[src/rtl/mem_arb_pkg.sv]
// Shared encodings and width defaults for the two-requester memory arbiter.
package mem_arb_pkg;

    localparam int DEF_ADDR_W = 32;
    localparam int DEF_DATA_W = 32;

    localparam logic [1:0] ST_IDLE = 2'd0;
    localparam logic [1:0] ST_REQ  = 2'd1;
    localparam logic [1:0] ST_RESP = 2'd2;

    localparam logic OWN_IFU = 1'b0;
    localparam logic OWN_LSU = 1'b1;

endpackage

[src/rtl/mem_arb_grant.sv]
// Two-way grant picker; MEM_ARB_ROUND_ROBIN_EN adds a last-grant pointer,
// otherwise the LSU has fixed priority.
module mem_arb_grant
    import mem_arb_pkg::*;
(
`ifdef MEM_ARB_ROUND_ROBIN_EN
    input  logic clock,
    input  logic reset,
    input  logic fire,
`endif
    input  logic ifu_valid,
    input  logic lsu_valid,
    output logic grant
);

`ifdef MEM_ARB_ROUND_ROBIN_EN
    logic ptr;

    always_ff @(posedge clock) begin
        if (!reset) begin
            ptr <= OWN_IFU;
        end else if (fire) begin
            ptr <= grant;
        end
    end

    // On a tie the requester that was not granted last time wins.
    always_comb begin
        grant = OWN_IFU;
        if (ifu_valid && lsu_valid) begin
            grant = ~ptr;
        end else if (lsu_valid) begin
            grant = OWN_LSU;
        end
    end
`else
    logic unused_ifu;
    assign unused_ifu = ifu_valid;
    assign grant      = lsu_valid ? OWN_LSU : OWN_IFU;
`endif

endmodule

[src/rtl/mem_arbiter.sv]
// IFU/LSU arbiter in front of a single memory port, one transaction in flight.
// Optional round-robin arbitration via MEM_ARB_ROUND_ROBIN_EN.
module mem_arbiter
    import mem_arb_pkg::*;
#(
    parameter int ADDR_W = DEF_ADDR_W,
    parameter int DATA_W = DEF_DATA_W
) (
    input  logic                clock,
    input  logic                reset,
    input  logic                ifu_kill,
    input  logic                ifu_req_valid,
    output logic                ifu_req_ready,
    input  logic [ADDR_W-1:0]   ifu_req_addr,
    output logic                ifu_resp_valid,
    input  logic                ifu_resp_ready,
    output logic [DATA_W-1:0]   ifu_resp_data,
    output logic                ifu_resp_err,
    input  logic                lsu_req_valid,
    output logic                lsu_req_ready,
    input  logic [ADDR_W-1:0]   lsu_req_addr,
    input  logic                lsu_req_wen,
    input  logic [DATA_W-1:0]   lsu_req_wdata,
    input  logic [DATA_W/8-1:0] lsu_req_wstrb,
    output logic                lsu_resp_valid,
    input  logic                lsu_resp_ready,
    output logic [DATA_W-1:0]   lsu_resp_data,
    output logic                lsu_resp_err,
    output logic                mem_req_valid,
    input  logic                mem_req_ready,
    output logic [ADDR_W-1:0]   mem_req_addr,
    output logic                mem_req_wen,
    output logic [DATA_W-1:0]   mem_req_wdata,
    output logic [DATA_W/8-1:0] mem_req_wstrb,
    input  logic                mem_resp_valid,
    output logic                mem_resp_ready,
    input  logic [DATA_W-1:0]   mem_resp_data,
    input  logic                mem_resp_err
);

    logic [1:0]          state;
    logic                owner;
    logic                drop;
    logic [ADDR_W-1:0]   buf_addr;
    logic                buf_wen;
    logic [DATA_W-1:0]   buf_wdata;
    logic [DATA_W/8-1:0] buf_wstrb;

    logic ifu_cand;
    logic grant;
    logic in_idle;
    logic in_resp;
    logic ifu_fire;
    logic lsu_fire;
    logic kill_hit;
    logic dropping;
    logic resp_fire;

    assign ifu_cand = ifu_req_valid && !ifu_kill;
    assign in_idle  = reset && (state == ST_IDLE);
    assign in_resp  = reset && (state == ST_RESP);

    mem_arb_grant u_grant (
`ifdef MEM_ARB_ROUND_ROBIN_EN
        .clock     (clock),
        .reset     (reset),
        .fire      (ifu_fire || lsu_fire),
`endif
        .ifu_valid (ifu_cand),
        .lsu_valid (lsu_req_valid),
        .grant     (grant)
    );

    assign ifu_req_ready = in_idle && ifu_cand && (grant == OWN_IFU);
    assign lsu_req_ready = in_idle && lsu_req_valid && (grant == OWN_LSU);
    assign ifu_fire      = ifu_req_ready && ifu_req_valid;
    assign lsu_fire      = lsu_req_ready && lsu_req_valid;

    assign mem_req_valid = reset && (state == ST_REQ);
    assign mem_req_addr  = buf_addr;
    assign mem_req_wen   = buf_wen;
    assign mem_req_wdata = buf_wdata;
    assign mem_req_wstrb = buf_wstrb;

    // A kill arriving in the same cycle as the response must also drop it.
    assign kill_hit = ifu_kill && (owner == OWN_IFU);
    assign dropping = drop || kill_hit;

    assign ifu_resp_valid = in_resp && (owner == OWN_IFU) && !dropping
                            && mem_resp_valid;
    assign lsu_resp_valid = in_resp && (owner == OWN_LSU) && mem_resp_valid;
    assign ifu_resp_data  = mem_resp_data;
    assign ifu_resp_err   = mem_resp_err;
    assign lsu_resp_data  = mem_resp_data;
    assign lsu_resp_err   = mem_resp_err;

    always_comb begin
        mem_resp_ready = 1'b0;
        if (in_resp) begin
            if (owner == OWN_LSU) begin
                mem_resp_ready = lsu_resp_ready;
            end else begin
                mem_resp_ready = dropping || ifu_resp_ready;
            end
        end
    end

    assign resp_fire = in_resp && mem_resp_valid && mem_resp_ready;

    always_ff @(posedge clock) begin
        if (!reset) begin
            state     <= ST_IDLE;
            owner     <= OWN_IFU;
            drop      <= 1'b0;
            buf_addr  <= '0;
            buf_wen   <= 1'b0;
            buf_wdata <= '0;
            buf_wstrb <= '0;
        end else begin
            unique case (state)
                ST_IDLE: begin
                    if (ifu_fire) begin
                        buf_addr  <= ifu_req_addr;
                        buf_wen   <= 1'b0;
                        buf_wdata <= '0;
                        buf_wstrb <= '0;
                        owner     <= OWN_IFU;
                        drop      <= 1'b0;
                        state     <= ST_REQ;
                    end else if (lsu_fire) begin
                        buf_addr  <= lsu_req_addr;
                        buf_wen   <= lsu_req_wen;
                        buf_wdata <= lsu_req_wdata;
                        buf_wstrb <= lsu_req_wstrb;
                        owner     <= OWN_LSU;
                        drop      <= 1'b0;
                        state     <= ST_REQ;
                    end
                end
                ST_REQ: begin
                    if (kill_hit) begin
                        drop <= 1'b1;
                    end
                    if (mem_req_ready) begin
                        state <= ST_RESP;
                    end
                end
                ST_RESP: begin
                    if (kill_hit) begin
                        drop <= 1'b1;
                    end
                    if (resp_fire) begin
                        state <= ST_IDLE;
                    end
                end
                default: state <= ST_IDLE;
            endcase
        end
    end

endmodule

[config.mk]
export PLATFORM = sky130hd
export DESIGN_NAME = mem_arbiter
export DESIGN_NICKNAME = d
export VERILOG_FILES = /design/src/rtl/mem_arb_pkg.sv /design/src/rtl/mem_arb_grant.sv /design/src/rtl/mem_arbiter.sv
export SDC_FILE = /design/constraint.sdc
export NUM_CORES = 1
export LEC_CHECK = 0
export BUFFER_PORTS_ARGS = -buffer_cell sky130_fd_sc_hd__buf_2
export CAP_MARGIN = 20
export CORE_AREA = 3 3 110 112
export CTS_CLUSTER_DIAMETER = 40
export DETAILED_ROUTE_END_ITERATION = 7
export DIE_AREA = 0 0 113 115
export PLACE_DENSITY = 0.76
export SETUP_SLACK_MARGIN = 0.2
export SLEW_MARGIN = 15
export SYNTH_ARGS = -nofsm -noshare
export SYNTH_HDL_FRONTEND = slang
export SYNTH_SLANG_ARGS = --single-unit
[constraint.sdc]
create_clock -name clock -period 1.55 [get_ports clock]
set_input_delay 0.0775 -clock clock [delete_from_list [all_inputs] [get_ports clock]]
set_output_delay 0.0775 -clock clock [all_outputs]
set_load 0.1 [all_outputs]
==> results by group <==
Final layout
  – Non-filler cells, final: 718
  – Area Overhead vs Synth: 53.6%
  – Layout fillers: 1,029
  – Final Util: 48.3%
  – Diodes inserted: 0
  – Fin area: 5470 um2
  – Share of layout cells above drive strength 1: 52.7%
  – Layout Nets: 719

STA
  – Clock skew: 4.36 ps
  – Final Cycle Share: 109%
  – Final setup viols: 60
  – Fin crit period: 1690 ps
  – RSZ-0062 raised after global routing: true
  – Setup WS post-layout: -140 ps
  – Slew @ Worst Pin: 510 ps
  – Final hold vios: 0
  – F_max: 592 MHz
  – Slew margin rel.: 66.2%
  – Count of final max-slew check failures: 0

Outcome
  – Status: finished with violations
  – Failing checks: setup timing

Drt
  – Routed vias: 3,468
  – Final wirelength: 12,000 um
  – Residual DRC: 0
  – Number of DRC markers in iteration 0: 171
  – Routed Antenna Nets: 0
  – Number of vias per cell: 4.83
  – DR WL/cell: 16.7 um
  – Pre-Repair DR Iteration Count: 4

Logic synthesis
  – Synth warn: 0
  – Synthesized area: 3560 um2
  – Avg Inst Size Synth: 8.77 um2
  – Gate Count Post-Synth: 406
  – Post-synth EDFFs: 0
  – Area leader, netlist: dfxtp_1
  – Yosys cell types: 31
  – Post-synth top cells: 83 x nand2_1, 73 x dfxtp_1, 69 x buf_4, 42 x a22oi_1, 23 x nor2b_1
  – Synth top area share: 41.0%
  – #FFs+latches synth: 73
  – Synth area leaders: dfxtp_1 41%, buf_4 15%, a22oi_1 8.9%
  – Asr flop ratio synth: 0%
  – Synthesized Nets: 554
  – Most used standard cell by instance count after synthesis: nand2_1
  – Top_reg_cell synth: dfxtp_1
  – Sequential share of the synthesized area: 41.0%

Critical path
  – CP Class: reg2out
  – Worst path arrival time: 1610 ps
  – Worst Reg-to-Reg Cells: 10
  – CP required: 1470 ps
  – CP startpoint kind: flop
  – Crit. End Element: output port
  – Crit path max fanout: 2
  – CP Cell Sequence: inv_2 > ha_4 > and4bb_1 > buf_6 > buf_12 > and2_4 > buf_12
  – Most frequent CP cell: buf_12
  – Slowest CP cell: dfxtp_2
  – Critical Path Max Stage Delay: 340 ps

Pwr
  – Worst VDD drop: 0.702 mV
  – LEAKAGE: 0.00257 uW
  – Total Power: 8360 uW
  – Power per standard cell area: 1530 nW/um2

Placement
  – Number of port buffers: 184
  – Final Wtd Congestion: 0.751
  – Placed Cells: 659
  – Post-DP Area: 4370 um2
  – Hpwl dp: 7930 um

Floorplanning
  – I/O Pins: 284
  – Die Wd: 113 um
  – Core area: 11,300 um2
  – Initial Utilization: 31.5%
  – Chip height: 115 um
  – Site Rows: 39
  – Die footprint: 13,000 um2

Global route
  – Initial antenna violation count: 1
  – Wire length of the first global-routing pass: 17,600 um
  – Largest net degree at the start of global routing: 34
  – Total grt overflow: 0
  – Vias in the first global route: 3,639
  – Gr usage total: 17.0%

Clock network
  – Clk slew on worst S/H paths: 60 ps
  – CTS Root Cell: clkbuf_16
  – CTS tree: yes
  – Num CTS Buffers: 9
  – Clk buf depth: 2
  – Number of H-tree levels: 3
  – Clk sinks: 73
  – Latest clock arrival within the worst-skew pair: 320 ps

Run
  – Total of max-cap violations: 0

Hold path
  – Hold depth: 3
  – HP Class: in2reg
cell families after synthesis:
kind of cell             share of synthesized area [%]
buffers and inverters                             18.9
adder cells (fa/ha/maj)                           1.76
AO/OA/AOI/OAI                                     20.4
multiplexers                                     0.562
AND/OR/NAND/NOR                                   17.4
flip-flops                                        41.0
critical path: cells and delay by family, from the launching register on:
kind	cells	cell delay, ps
fa+ha+maj	1	150
buf+inv	4	460
simple gates	2	350
flops	1	340
layout by cell type (no fill, tap or decap), drive strengths merged, types with 2 or more instances in the layout:
cell,netlist,final
nor2b,24,24
o211a,11,11
and2,2,2
ha,5,5
nor3,2,2
nand3,13,13
clkinvlp,0,2
a21boi,21,21
nor4,2,2
o21a,2,2
mux2i,2,2
dfxtp,73,73
nand2,83,83
a22oi,42,42
inv,5,5
nor2,3,3
buf,83,221
a21oi,16,16
dlygate4sd3,0,23
clkinv,0,3
clkbuf,10,12
power breakdown:
group | leakage, uW | internal (uW) | switching, uW | total, uW
clock network | 0.000137 | 1230 | 766 | 1990
registers | 0.000597 | 2140 | 148 | 2290
logic | 0.00184 | 1250 | 2830 | 4070
worst paths after layout:
| check | start | end | slack [ps] |
|---|---|---|---|
| worst max register to register | state[1] | mem_req_addr[5] | -100 |
| worst max-delay path | state[1] | ifu_req_ready | -140 |
| worst min-delay path | lsu_req_wdata[21] | mem_req_wdata[21] | 4 |
| worst min register to register | mem_req_addr[24] | mem_req_addr[24] | 450 |
per-stage QoR:
step | worst slack, ps | hold slack (ps) | TNS [ps]
after floorplan | -214 | 213 | -228
after global placement | 40.8 | 156 | 0
after detailed placement | -63.1 | 156 | -970
after CTS | -153 | 1.36 | -3200
after global routing | -188 | 0.461 | -9170
final | -140 | 4.48 | -3690
layer usage:
metal	routed length, um	global-route usage [%]	vias to the layer above
li1	-	-	1644
met1	4090	16.4	1636
met2	6770	33.7	172
met3	979	5.47	14
met4	136	5.69	2
met5	7	0	-
sequential cells by signal, summed over array words and instances, names as in the netlist:
| signal | flops |
|---|---|
| mem_req_addr | 32 |
| mem_req_wdata | 32 |
| mem_req_wstrb | 4 |
| state | 2 |
| drop | 1 |
| mem_req_wen | 1 |
| owner | 1 |
cell type report:
cell class | count | area [um2] | share of cell area (%)
inverters | 5 | 21.3 | 0.389
flip-flops and latches | 73 | 1460 | 26.8
repair buffers | 247 | 1780 | 32.6
clock buffers | 9 | 225 | 4.12
multi-input cells | 235 | 1740 | 31.8
clock inverters | 6 | 60.1 | 1.10
well taps | 143 | 179 | 3.27
what timing repair did:
action / CTS / global route
pin swaps: 7 / 4
endpoints found under the setup margin: 79 / 79
endpoints found under the hold margin: 23 / 0
hold buffers: 23 / 0
cloned: 4 / 3
buffers inserted: 12 / 2
resized for setup: 63 / 21
Note: power is estimated with default switching activity, not from simulation.
